## config.mk

```make
export PLATFORM = sky130hd
export DESIGN_NAME = lite_to_stream_serializer
export DESIGN_NICKNAME = d
export VERILOG_FILES = /design/src/rtl/lite_to_stream_serializer.sv
export SDC_FILE = /design/constraint.sdc
export NUM_CORES = 1
export LEC_CHECK = 0
export ABC_CLOCK_PERIOD_IN_PS = 11150
export CAP_MARGIN = 20
export CORE_MARGIN = 2
export CORE_UTILIZATION = 45
export CTS_CLUSTER_DIAMETER = 30
export DETAILED_ROUTE_END_ITERATION = 8
export PLACE_DENSITY = 0.85
export SYNTH_ARGS = -nofsm -noshare
export SYNTH_HDL_FRONTEND = slang
export SYNTH_SLANG_ARGS = --single-unit
```

## constraint.sdc

```tcl
create_clock -name clk_i -period 11.15 [get_ports clk_i]
set_input_delay 2.23 -clock clk_i [delete_from_list [all_inputs] [get_ports clk_i]]
set_output_delay 2.23 -clock clk_i [all_outputs]
set_load 0.01 [all_outputs]
```

## src/rtl/lite_to_stream_serializer.sv

```systemverilog
// Wide-to-narrow message serializer: buffers one wide message and emits it as a
// burst of narrow beats, each carrying the header with an auto-incremented
// (wrapping) beat address.
module lite_to_stream_serializer #(
   parameter int in_data_width_p  = 64,
   parameter int out_data_width_p = 16,
   parameter int addr_width_p     = 40,
   parameter int size_width_p     = 3,
   parameter int msg_type_width_p = 4,
   parameter int misc_width_p     = 8,
   parameter logic [(1<<msg_type_width_p)-1:0] payload_mask_p = '0
) (
   input  logic                        clk_i,
   input  logic                        reset_i,
   input  logic [msg_type_width_p-1:0] msg_type_i,
   input  logic [addr_width_p-1:0]     addr_i,
   input  logic [size_width_p-1:0]     size_i,
   input  logic [misc_width_p-1:0]     misc_i,
   input  logic [in_data_width_p-1:0]  data_i,
   input  logic                        v_i,
   output logic                        ready_o,
   output logic [msg_type_width_p-1:0] msg_type_o,
   output logic [addr_width_p-1:0]     addr_o,
   output logic [size_width_p-1:0]     size_o,
   output logic [misc_width_p-1:0]     misc_o,
   output logic [out_data_width_p-1:0] data_o,
   output logic                        v_o,
   input  logic                        ready_i,
   output logic                        lock_o
);

   localparam int W      = in_data_width_p / out_data_width_p;
   localparam int OB     = out_data_width_p / 8;
   localparam int OB_LOG = $clog2(OB);
   localparam int OFF    = (OB > 1) ? $clog2(OB) : 1;
   localparam int IDX    = (W > 1) ? $clog2(W) : 0;
   localparam int KW     = (IDX > 0) ? IDX : 1;

   if (in_data_width_p < out_data_width_p || (in_data_width_p % out_data_width_p) != 0) begin : g_bad_width
      $error("in_data_width_p must be a non-zero multiple of out_data_width_p");
   end

   typedef enum logic {ST_EMPTY, ST_FULL} state_e;

   state_e                      state_q, state_d;
   logic [KW-1:0]               k_q, k_d;
   logic [KW-1:0]               last_q, last_n;
   logic [msg_type_width_p-1:0] type_q;
   logic [addr_width_p-1:0]     addr_q;
   logic [size_width_p-1:0]     size_q;
   logic [misc_width_p-1:0]     misc_q;
   logic [in_data_width_p-1:0]  data_q;
   logic [31:0]                 sz;
   logic                        accept;

   assign ready_o = (state_q == ST_EMPTY) & ~reset_i;
   assign accept  = v_i & ready_o;
   assign sz      = 32'(size_i);

   // Last beat index of the incoming message: 2^size bytes split into beats, clamped to [1, W]
   always_comb begin
      last_n = '0;
      if (payload_mask_p[msg_type_i] && sz > 32'(OB_LOG)) begin
         if (sz - 32'(OB_LOG) >= 32'(IDX)) last_n = KW'(W - 1);
         else                               last_n = KW'((32'd1 << (sz - 32'(OB_LOG))) - 32'd1);
      end
   end

   // Buffer occupancy and beat counter next-state
   always_comb begin
      state_d = state_q;
      k_d     = k_q;
      case (state_q)
         ST_EMPTY: begin
            if (accept) begin
               state_d = ST_FULL;
               k_d     = '0;
            end
         end
         ST_FULL: begin
            if (ready_i) begin
               if (k_q == last_q) begin
                  state_d = ST_EMPTY;
                  k_d     = '0;
               end else begin
                  k_d = k_q + KW'(1);
               end
            end
         end
         default: begin
            state_d = ST_EMPTY;
            k_d     = '0;
         end
      endcase
   end

   // Control state; reset drops any message in flight
   always_ff @(posedge clk_i) begin
      if (reset_i) begin
         state_q <= ST_EMPTY;
         k_q     <= '0;
      end else begin
         state_q <= state_d;
         k_q     <= k_d;
      end
   end

   // Message buffer, captured on accept only
   always_ff @(posedge clk_i) begin
      if (accept) begin
         type_q <= msg_type_i;
         addr_q <= addr_i;
         size_q <= size_i;
         misc_q <= misc_i;
         data_q <= data_i;
         last_q <= last_n;
      end
   end

   assign v_o        = (state_q == ST_FULL);
   assign lock_o     = v_o & (k_q != last_q);
   assign msg_type_o = type_q;
   assign size_o     = size_q;
   assign misc_o     = misc_q;
   assign data_o     = data_q[32'(k_q) * out_data_width_p +: out_data_width_p];

   if (IDX > 0) begin : g_idx
      logic [IDX-1:0] f_q;
      logic [IDX-1:0] idx;

      // First beat index, taken from the address field that selects the beat
      always_ff @(posedge clk_i) begin
         if (accept) f_q <= addr_i[OFF +: IDX];
      end

      // Beat index wraps naturally inside the IDX-bit field
      assign idx = f_q + k_q;

      // Beat address: latched address with only the beat-index field replaced
      always_comb begin
         addr_o              = addr_q;
         addr_o[OFF +: IDX]  = idx;
      end
   end else begin : g_no_idx
      assign addr_o = addr_q;
   end

endmodule

```

# == Word-level counts from Yosys, hierarchy flattened ==
# Memories as Yosys holds them, arrays and structs flattened.
# Cells that the tools add are included.
# totals
rom_bits,16
mem_count,1
input_bits,123
out_inout_bits,74
register_bits,126
ram_bits,0
latchBits,0
wordCells,40
# classes
n_reduce_logical,2
muxes,10
n_div,0
eq_ne,4
magnitude_cmp,3
shifts,2
n_bitwise,5
n_addsub,4
multipliers,0
# mem_list
name,depth,width,rd,rd_clocked_by_memory_dff,write_ports,line,source
(no name shown),16,1,1,0,0,63,if (payload_mask_p[msg_type_i] && sz > 32'(OB_LOG)) begin
# ops
op,n
$shiftx 64x7->16,1
$ge 32x2->1 const B,1
$shl 1x32->2 const A,1
$mux 2,4
$lt 4x5->1 const B,1
$mux 1,4
$ne 2x2->1 const B,2
$pmux 2 s2,1
$sub 3x1->4 const B,1
$and 1x1->1,3
$gt 3x1->1 const B,1
$add 2x1->2 const B,1
$add 2x2->2,1
$eq 2x2->1,1
$ne 2x2->1,1
$not 1->1,2
$pmux 1 s2,1
$reduce_and 2->1,1
$sub 2x1->2 const B,1
$logic_and 1x1->1,1

# == Longest topological paths before layout ==
# Gate-level depths: netlist (run 1).
# depth
depth_word,5
depth_mapped,6
ltp_nobuf,4

# == Worst setup path before layout (run 1) ==
# OpenSTA, ideal clock, no wires.
# synth_timing
path_type,input -> register
startpoint,input port reset_i
endpoint,"register addr_q[0], enable pin"
slack_ps,5440
path_buffers,0
arrival_time_ps,5219
required_time_ps,10658
setup_ps,492
path_stages,2
path_cell_list,nor2_1 and2_1
# synth_between
elab_chain_len,3
# synth_lines
item,line,source
"start, declared",14,"input logic reset_i,"
$not 1->1,56,assign ready_o = (state_q == ST_EMPTY) & ~reset_i;
$and 1x1->1,56,
$and 1x1->1,57,assign accept = v_i & ready_o;
via accept,54,logic accept;
"end signal, assigned",112,addr_q <= addr_i;
"end, declared",49,logic [addr_width_p-1:0] addr_q;
# The timed path passes the listed nets, and every way through them passes these cells.
# A chain may end at the register's enable or synchronous reset.

# == Worst setup path after layout (run 1) ==
# layout_timing
startpoint,input port reset_i
endpoint,output port ready_o
# layout_between
elab_chain_len,2
# layout_lines
item,line,source
$not 1->1,56,
$and 1x1->1,56,
"end, declared",21,"output logic ready_o,"
# Every way passes these cells.

==> flow_summary.json, run 1 <==
{
  "drt_pass1_iterations": 4,
  "postCtsResizedCells": 0,
  "root_buffer": "clkbuf_8",
  "htree_num_levels": 4,
  "num_rows": 36,
  "netlist_area_sq_um": 4480,
  "setup_violations": 0,
  "min_period_ns": 5.69,
  "grt_usage": 0.180,
  "power_mw": 1.07,
  "clock_skew_ns": 0.00877,
  "ant_nets": 0,
  "place_hpwl_um": 6750,
  "avgSynthCellArea_sq_um": 22.8,
  "synthXorXnorAreaFrac": 0.00391,
  "path_clk_slew_ns": 0.05,
  "core-area_sq_um": 9730,
  "die_w_um": 104,
  "synthCells": 197,
  "worstPathRequired_ns": 8.92,
  "ys_types": 18,
  "clk_latency_ns": 0.50,
  "arrival_ns": 3.46,
  "hold_depth": 2,
  "postCtsHoldBufs": 0,
  "via_count": 2402,
  "crit_path_end": "ready_o",
  "post_cts_buffers": 0,
  "powerDensity_nw_per_um2": 157,
  "wl_um": 9310,
  "nFillCells": 655,
  "muxShareOfSynthArea": 0.0887,
  "portBuffers": 196,
  "grt_max_degree": 62,
  "antenna_found_initial": 0,
  "synth_fp_nets": 323,
  "hold_class": "reg -> reg",
  "synthSimpleGateAreaFrac": 0.00837,
  "synth_compound_area_frac": 0.00530,
  "crit_path_end_kind": "output pin",
  "max_freq_mhz": 176,
  "rsz0062_at_grt": "no",
  "final_common_cell": "clkdlybuf4s50_1",
  "nets": 498,
  "gp_congestion": 0.741,
  "crit_fanout": 6,
  "max_slew_margin": 0.388,
  "synth_seq_cells": 122,
  "drc": 0,
  "die_y_um": 104,
  "irDropWorstVdd_v": 0.000109,
  "wl_per_cell_um": 18.0,
  "worstSetupStartpoint": "reset_i",
  "grt_overflow_total": 0,
  "post_dp_cell_area_sq_um": 6320,
  "min_period_over_period": 0.511,
  "tightest_slew_ns": 0.917,
  "finalHoldViolCount": 0,
  "ff2ff_path_depth": 3,
  "cts_sinks": 122,
  "ios": 197,
  "finalInstanceArea_sq_um": 6830,
  "maxSlewViolCount": 0,
  "reg2reg_to": "data_q[31]",
  "layout_common_cells": "196 x clkdlybuf4s50_1, 119 x edfxtp_1, 16 x clkbuf_16, 9 x mux4_2, 7 x mux4_1",
  "synth_top_family_by_area": "multiplexers",
  "grt_pass1_wl_um": 14200,
  "leakagePower_nw": 2.29,
  "drv_cap": 0,
  "initial_core_util": 0.461,
  "viasPerCell": 4.64,
  "regArea_sq_um": 3630,
  "cts_tree": "yes",
  "seq_area_frac_synth": 0.810,
  "ys.warnings.count": 0,
  "synth_fa_ha_area_frac": 0.00837,
  "multiInputGateArea_sq_um": 517,
  "fin_util": 0.702,
  "die-area_sq_um": 10800,
  "drive_above_1_share": 0.106,
  "path_class": "in -> out",
  "diodes": 0,
  "area_growth_pct": 52.2,
  "outcome": "finished, final reports clean",
  "rr_startpoint": "v_o",
  "reg2reg_slack_ns": 8.79,
  "numCtsBuffers": 17,
  "grt_pass1_vias": 2744,
  "cts_buffer_depth": 2,
  "worst_setup_path_start_kind": "input port",
  "tns_ns": 0,
  "drt_iter0_drc": 96
}
[state kept, by name, indices dropped and copies added (netlist names)]
| signal | flops |
|---|---|
| msg_type_o | 4 |
| data_q | 64 |
| size_o | 3 |
| v_o | 1 |
| k_q | 2 |
| misc_o | 8 |
| addr_q | 40 |
[cells in the mapped netlist (all sizes together)]
cell type	n	area, sq um
mux2	1	11.3
inv	2	7.51
a311oi	1	8.76
nor2b	1	6.26
and2	1	6.26
o31ai	2	15.0
buf	42	329
mux4	16	387
ha	3	37.5
edfxtp	119	3570
nor2	2	7.51
nand4b	2	17.5
dfxtp	3	60.1
xnor2	2	17.5
[where the power goes]
group          total [mW]  internal, mW  switching [mW]
combinational      0.0849        0.0580          0.0270
sequential          0.532         0.527         0.00511
clock               0.457         0.270           0.187
total                1.07         0.855           0.219
[critical path, stage by stage]
cell	delay [ns]
clkdlybuf4s50_1	0.51
nor2_1	0.17
clkdlybuf4s50_1	0.56
[cells by family after synthesis]
family          after synthesis
mux                          17
xor+xnor                      2
compound gates                3
flops                       122
buf+inv                      44
simple gates                  6
fa+ha+maj                     3
[stage by stage]
step | hold WS [ns] | setup WS, ns | cells
finish | 0.643 | 5.46 | 518
global route | 0.657 | 5.43 | 518
CTS | 0.647 | 5.47 | 518
detailed placement | 0.640 | 5.48 | 486
global placement | 0.569 | 5.52 | 485
floorplan | 0.581 | 5.44 | 197
[area by class of cell]
class,instances,area share
inverter,2,0.00110
sequential,122,0.532
multi-input combinational,31,0.0757
clock inverter,12,0.0115
clock buffer,20,0.0623
tap,133,0.0244
timing repair buffer,198,0.293
[metal layers]
layer  global-route usage  part of all wire
met2                0.320              0.55
met4               0.0734             0.014
met1                0.174              0.34
met3               0.0944             0.091
met5                    0                 0
[worst min-delay path by stage]
stage / to / slack, ns / start
finish: k_q[0] / 0.64 / v_o
global route: k_q[0] / 0.66 / v_o
CTS: k_q[0] / 0.65 / v_o
detailed placement: k_q[0] / 0.64 / v_o
global placement: v_o / 0.57 / v_o
floorplan: v_o / 0.58 / v_o
No activity file was read; power rests on OpenSTA's default activity.
==> run 2: changes to the inputs <==
ABC_CLOCK_PERIOD_IN_PS = 4890   (was 11150)
CORE_UTILIZATION = 38   (was 45)
PLACE_DENSITY = 0.76   (was 0.85)
clock period = 4.89 ns   (was 11.15 ns; I/O delays follow)
==> flow_summary.json, run 2 (synthesis gave the netlist of run 1 again) <==
{
  "postCtsHoldBufs": 0,
  "worst_path_largest_cell_delay_ns": 0.95,
  "ant_nets": 0,
  "die_y_um": 113,
  "antenna_found_initial": 0,
  "max_freq_mhz": 295,
  "clk_latency_ns": 0.41,
  "cts_sinks": 122,
  "clock_skew_ns": 0.00422,
  "cts_tree": "yes",
  "cts_buffer_depth": 2,
  "grt_max_degree": 62,
  "largest-register": "data_q",
  "gp_congestion": 0.725,
  "nets": 498,
  "crit_path_end_kind": "output pin",
  "maxSlewViolCount": 0,
  "core-area_sq_um": 11500,
  "viasPerCell": 4.56,
  "reg2reg_slack_ns": 2.88,
  "worst_slack_ns": 1.49,
  "rsz0062_at_grt": "no",
  "final_common_cell": "clkdlybuf4s50_1",
  "pre_cts_ws_ns": 1.60,
  "tightest_slew_ns": 0.963,
  "ios": 197,
  "multiInputGateArea_sq_um": 517,
  "drv_cap": 0,
  "route.met2.wl_um": 4750,
  "root_buffer": "clkbuf_16",
  "numCtsBuffers": 17,
  "layout_common_cells": "196 x clkdlybuf4s50_1, 119 x edfxtp_1, 17 x clkbuf_16, 9 x mux4_2, 7 x mux4_1",
  "drt_pass1_iterations": 4,
  "drive_above_1_share": 0.117,
  "crit_fanout": 19,
  "postCtsResizedCells": 0,
  "tns_ns": 0,
  "finalHoldViolCount": 0,
  "portBuffers": 196,
  "irDropWorstVdd_v": 0.000365,
  "powerDensity_nw_per_um2": 384,
  "power_mw": 2.66,
  "met1Wirelength_um": 3410,
  "grt_pass1_vias": 2706,
  "dp_cells": 495,
  "path_buf_inv": 2,
  "grt_overflow_total": 0,
  "drt_iter0_drc": 209,
  "diodes": 0,
  "grt_usage": 0.152,
  "drc": 0,
  "worstPathRequired_ns": 3.91,
  "min_period_over_period": 0.694,
  "max_slew_margin": 0.357,
  "regArea_sq_um": 3630,
  "arrival_ns": 2.42,
  "stdcell_count": 528,
  "nFillCells": 822,
  "hold_class": "reg -> reg",
  "num_rows": 39,
  "setup_violations": 0,
  "wl_met3_um": 1010,
  "top_layer_used": "met4",
  "cp_slowest_cell": "dfxtp_1",
  "path_clk_slew_ns": 0.06,
  "place_hpwl_um": 6520,
  "largest_register_ffs": 64,
  "worstPathCellList": "inv_1 > ha_1 > nor2b_1 > clkdlybuf4s50_1",
  "die-area_sq_um": 12700,
  "post_cts_buffers": 0,
  "initial_core_util": 0.391,
  "grt_pass1_wl_um": 14000,
  "via_count": 2406,
  "min_period_ns": 3.40,
  "area_growth_pct": 54.7,
  "wl_um": 9270,
  "htree_num_levels": 4,
  "outcome": "finished, final reports clean",
  "leakagePower_nw": 2.34,
  "crit_family": "flip-flops",
  "wl_per_cell_um": 17.6,
  "die_w_um": 113,
  "worst_setup_path_start_kind": "flip-flop",
  "path_class": "reg -> out"
}
run 2: changes by cell type in the layout (fill, tap and decap cells not counted), sizes merged:
cell / previous run / this run
clkbuf: 20 / 17
bufinv: 0 / 3
clkinvlp: 5 / 6
inv: 2 / 3
clkinv: 7 / 5
run 2: path summary, 6_finish.rpt:
check,endpoint,from,cells past startpoint
hold reg to reg,k_q[1],v_o,2
setup reg to reg,data_q[46],v_o,3
hold / removal,k_q[1],v_o,2
setup / recovery,lock_o,k_q[1],4
run 2: per-layer routing:
| metal | track usage | vias up |
|---|---|---|
| met2 | 0.251 | 126 |
| met1 | 0.157 | 1169 |
| met4 | 0.0553 | 0 |
| li1 | - | 1103 |
| met3 | 0.0940 | 8 |
| met5 | 0 | - |
run 2: layout make-up:
cell class              count  share of cell area
multi-input cells          31              0.0745
clock inverters            15              0.0254
clock buffers              17              0.0613
inverters                   2             0.00108
repair buffers            198               0.288
well taps                 143              0.0258
flip-flops and latches    122               0.524
run 2: report_power, final:
group	switching (mW)	internal, mW	leakage, nW
Sequential	0.0115	1.20	1.13
Clock	0.455	0.800	0.277
Combinational	0.0611	0.133	0.930
Total	0.528	2.13	2.34
run 2: worst reg2reg max path, stage by stage (launching register included):
cell	delay, ns
dfxtp_1	0.38
nor2_1	0.17
and2_4	0.67
buf_12	0.43
run 2: metrics by stage:
stage / utilization / hold WS (ns) / area (sq um)
after floorplan: - / 0.581 / 4480
after CTS: 0.603 / 0.618 / 6920
after global placement: 0.551 / 0.566 / 6320
after detailed placement: 0.551 / 0.608 / 6320
after global routing: 0.605 / 0.662 / 6940
final: 0.605 / 0.624 / 6940
==> run 3: changes to the inputs <==
ABC_CLOCK_PERIOD_IN_PS = 3200   (was 4890)
CORE_UTILIZATION = 42   (was 38)
PLACE_DENSITY = 0.8   (was 0.76)
clock period = 3.2 ns   (was 4.89 ns; I/O delays follow)
==> flow_summary.json, run 3 (synthesis gave the netlist of run 1 again) <==
{
  "worst_path_largest_cell_delay_ns": 0.62,
  "cts_sinks": 122,
  "postCtsResizedCells": 0,
  "grt_pass1_wl_um": 13100,
  "clock_skew_ns": 0.00478,
  "irDropWorstVdd_v": 0.000515,
  "maxSlewViolCount": 0,
  "reg2reg_slack_ns": 1.73,
  "ios": 197,
  "grt_use_met2": 0.274,
  "root_buffer": "clkbuf_8",
  "diodes": 0,
  "worst_slack_ns": 0.334,
  "finalInstanceArea_sq_um": 6910,
  "rsz0062_at_grt": "no",
  "post_dp_cell_area_sq_um": 6350,
  "cts_buffer_depth": 2,
  "postCtsHoldBufs": 0,
  "max_slew_margin": 0.675,
  "num_rows": 37,
  "setup_violations": 0,
  "die_w_um": 107,
  "use_met1": 0.158,
  "grt_pass1_vias": 2605,
  "htree_num_levels": 4,
  "rr_startpoint": "v_o",
  "power_mw": 3.93,
  "die_y_um": 107,
  "cp_slowest_cell": "dfxtp_1",
  "drv_cap": 0,
  "gp_congestion": 0.694,
  "tightest_slew_ns": 0.486,
  "wl_per_cell_um": 17.0,
  "worst_setup_path_start_kind": "flip-flop",
  "path_class": "reg -> out",
  "finalHoldViolCount": 0,
  "initial_core_util": 0.434,
  "numCtsBuffers": 17,
  "pre_cts_ws_ns": 0.702,
  "hold_end": "v_o",
  "whs_ns": 0.610,
  "grt_overflow_total": 0,
  "leakagePower_nw": 2.35,
  "drc": 0,
  "wl_um": 8930,
  "grt_usage": 0.159,
  "nets": 501,
  "drt_iter0_drc": 117,
  "place_hpwl_um": 6450,
  "via_count": 2396,
  "portBuffers": 196,
  "layout_common_cells": "196 x clkdlybuf4s50_1, 119 x edfxtp_1, 16 x clkbuf_16, 9 x mux4_2, 7 x mux4_1",
  "busiest_layer": "met2",
  "hold_depth": 2,
  "post_cts_buffers": 0,
  "tns_ns": 0,
  "antenna_found_initial": 0,
  "core-area_sq_um": 10300,
  "clk_latency_ns": 0.50,
  "area_growth_pct": 54.1,
  "crit_path_end_kind": "output pin",
  "min_period_ns": 2.87,
  "arrival_ns": 2.23,
  "cts_tree": "yes",
  "grt_max_degree": 70,
  "drt_pass1_iterations": 4,
  "largest_register_ffs": 64,
  "ant_nets": 0,
  "hold_class": "reg -> reg",
  "drive_above_1_share": 0.103,
  "max_freq_mhz": 349,
  "hold_path_startpoint": "v_o",
  "path_clk_slew_ns": 0.05,
  "worstPathCellList": "buf_4 > mux4_1 > clkdlybuf4s50_1",
  "final_common_cell": "clkdlybuf4s50_1",
  "ff2ff_path_depth": 3,
  "use_met3": 0.0793,
  "powerDensity_nw_per_um2": 569,
  "crit_fanout": 11,
  "worstPathRequired_ns": 2.56,
  "die-area_sq_um": 11500,
  "min_period_over_period": 0.896,
  "outcome": "finished, final reports clean",
  "viasPerCell": 4.57,
  "reg2reg_to": "addr_q[23]",
  "largest-register": "data_q"
}
[run 3: cell types whose count changed in the layout (fill, tap and decap cells not counted), moves of 2 or more]
cell and delta:
clkinvlp_4 -5, buf_4 +3, clkbuf_1 +4, clkinv_1 +4, clkinv_4 -2
[run 3: worst max-delay path by stage]
stage	from	endpoint	slack (ns)	depth (start not counted)
after floorplan	reset_i	addr_q[0]	0.40	2
after global placement	reset_i	ready_o	0.74	3
after detailed placement	reset_i	ready_o	0.70	3
after CTS	k_q[1]	data_o[14]	0.25	3
after global routing	k_q[1]	data_o[14]	0.19	3
final	k_q[1]	data_o[14]	0.33	3
[run 3: critical path, delay by kind of cell (launching register included)]
family                 cells  cell delay (ns)
DFF                        1             0.62
buffers and inverters      2             0.80
muxes                      1             0.30
[run 3: metal layers]
metal  up-vias  part of all wire
met1      1149              0.34
met5         -                 0
met2       124              0.54
li1       1108                 -
met3        15              0.10
met4         0             0.015
[run 3: layout make-up]
class / instances / area (sq um)
multi-input combinational: 31 / 517
timing repair buffer: 201 / 2020
clock buffer: 21 / 429
inverter: 2 / 7.51
clock inverter: 11 / 128
tap: 136 / 170
sequential: 122 / 3630
fill: 687 / 3410
[run 3: metrics by stage]
step | utilization | cells
final | 0.669 | 524
after CTS | 0.669 | 524
after global routing | 0.669 | 524
after detailed placement | 0.615 | 492
after floorplan | - | 197
after global placement | 0.615 | 492
[run 3: power breakdown]
group	internal [mW]	total (mW)	leakage, nW	switching (mW)
sequential	1.83	1.85	1.13	0.0171
combinational	0.207	0.300	0.948	0.0930
clock	1.17	1.78	0.270	0.614
total	3.21	3.93	2.35	0.724
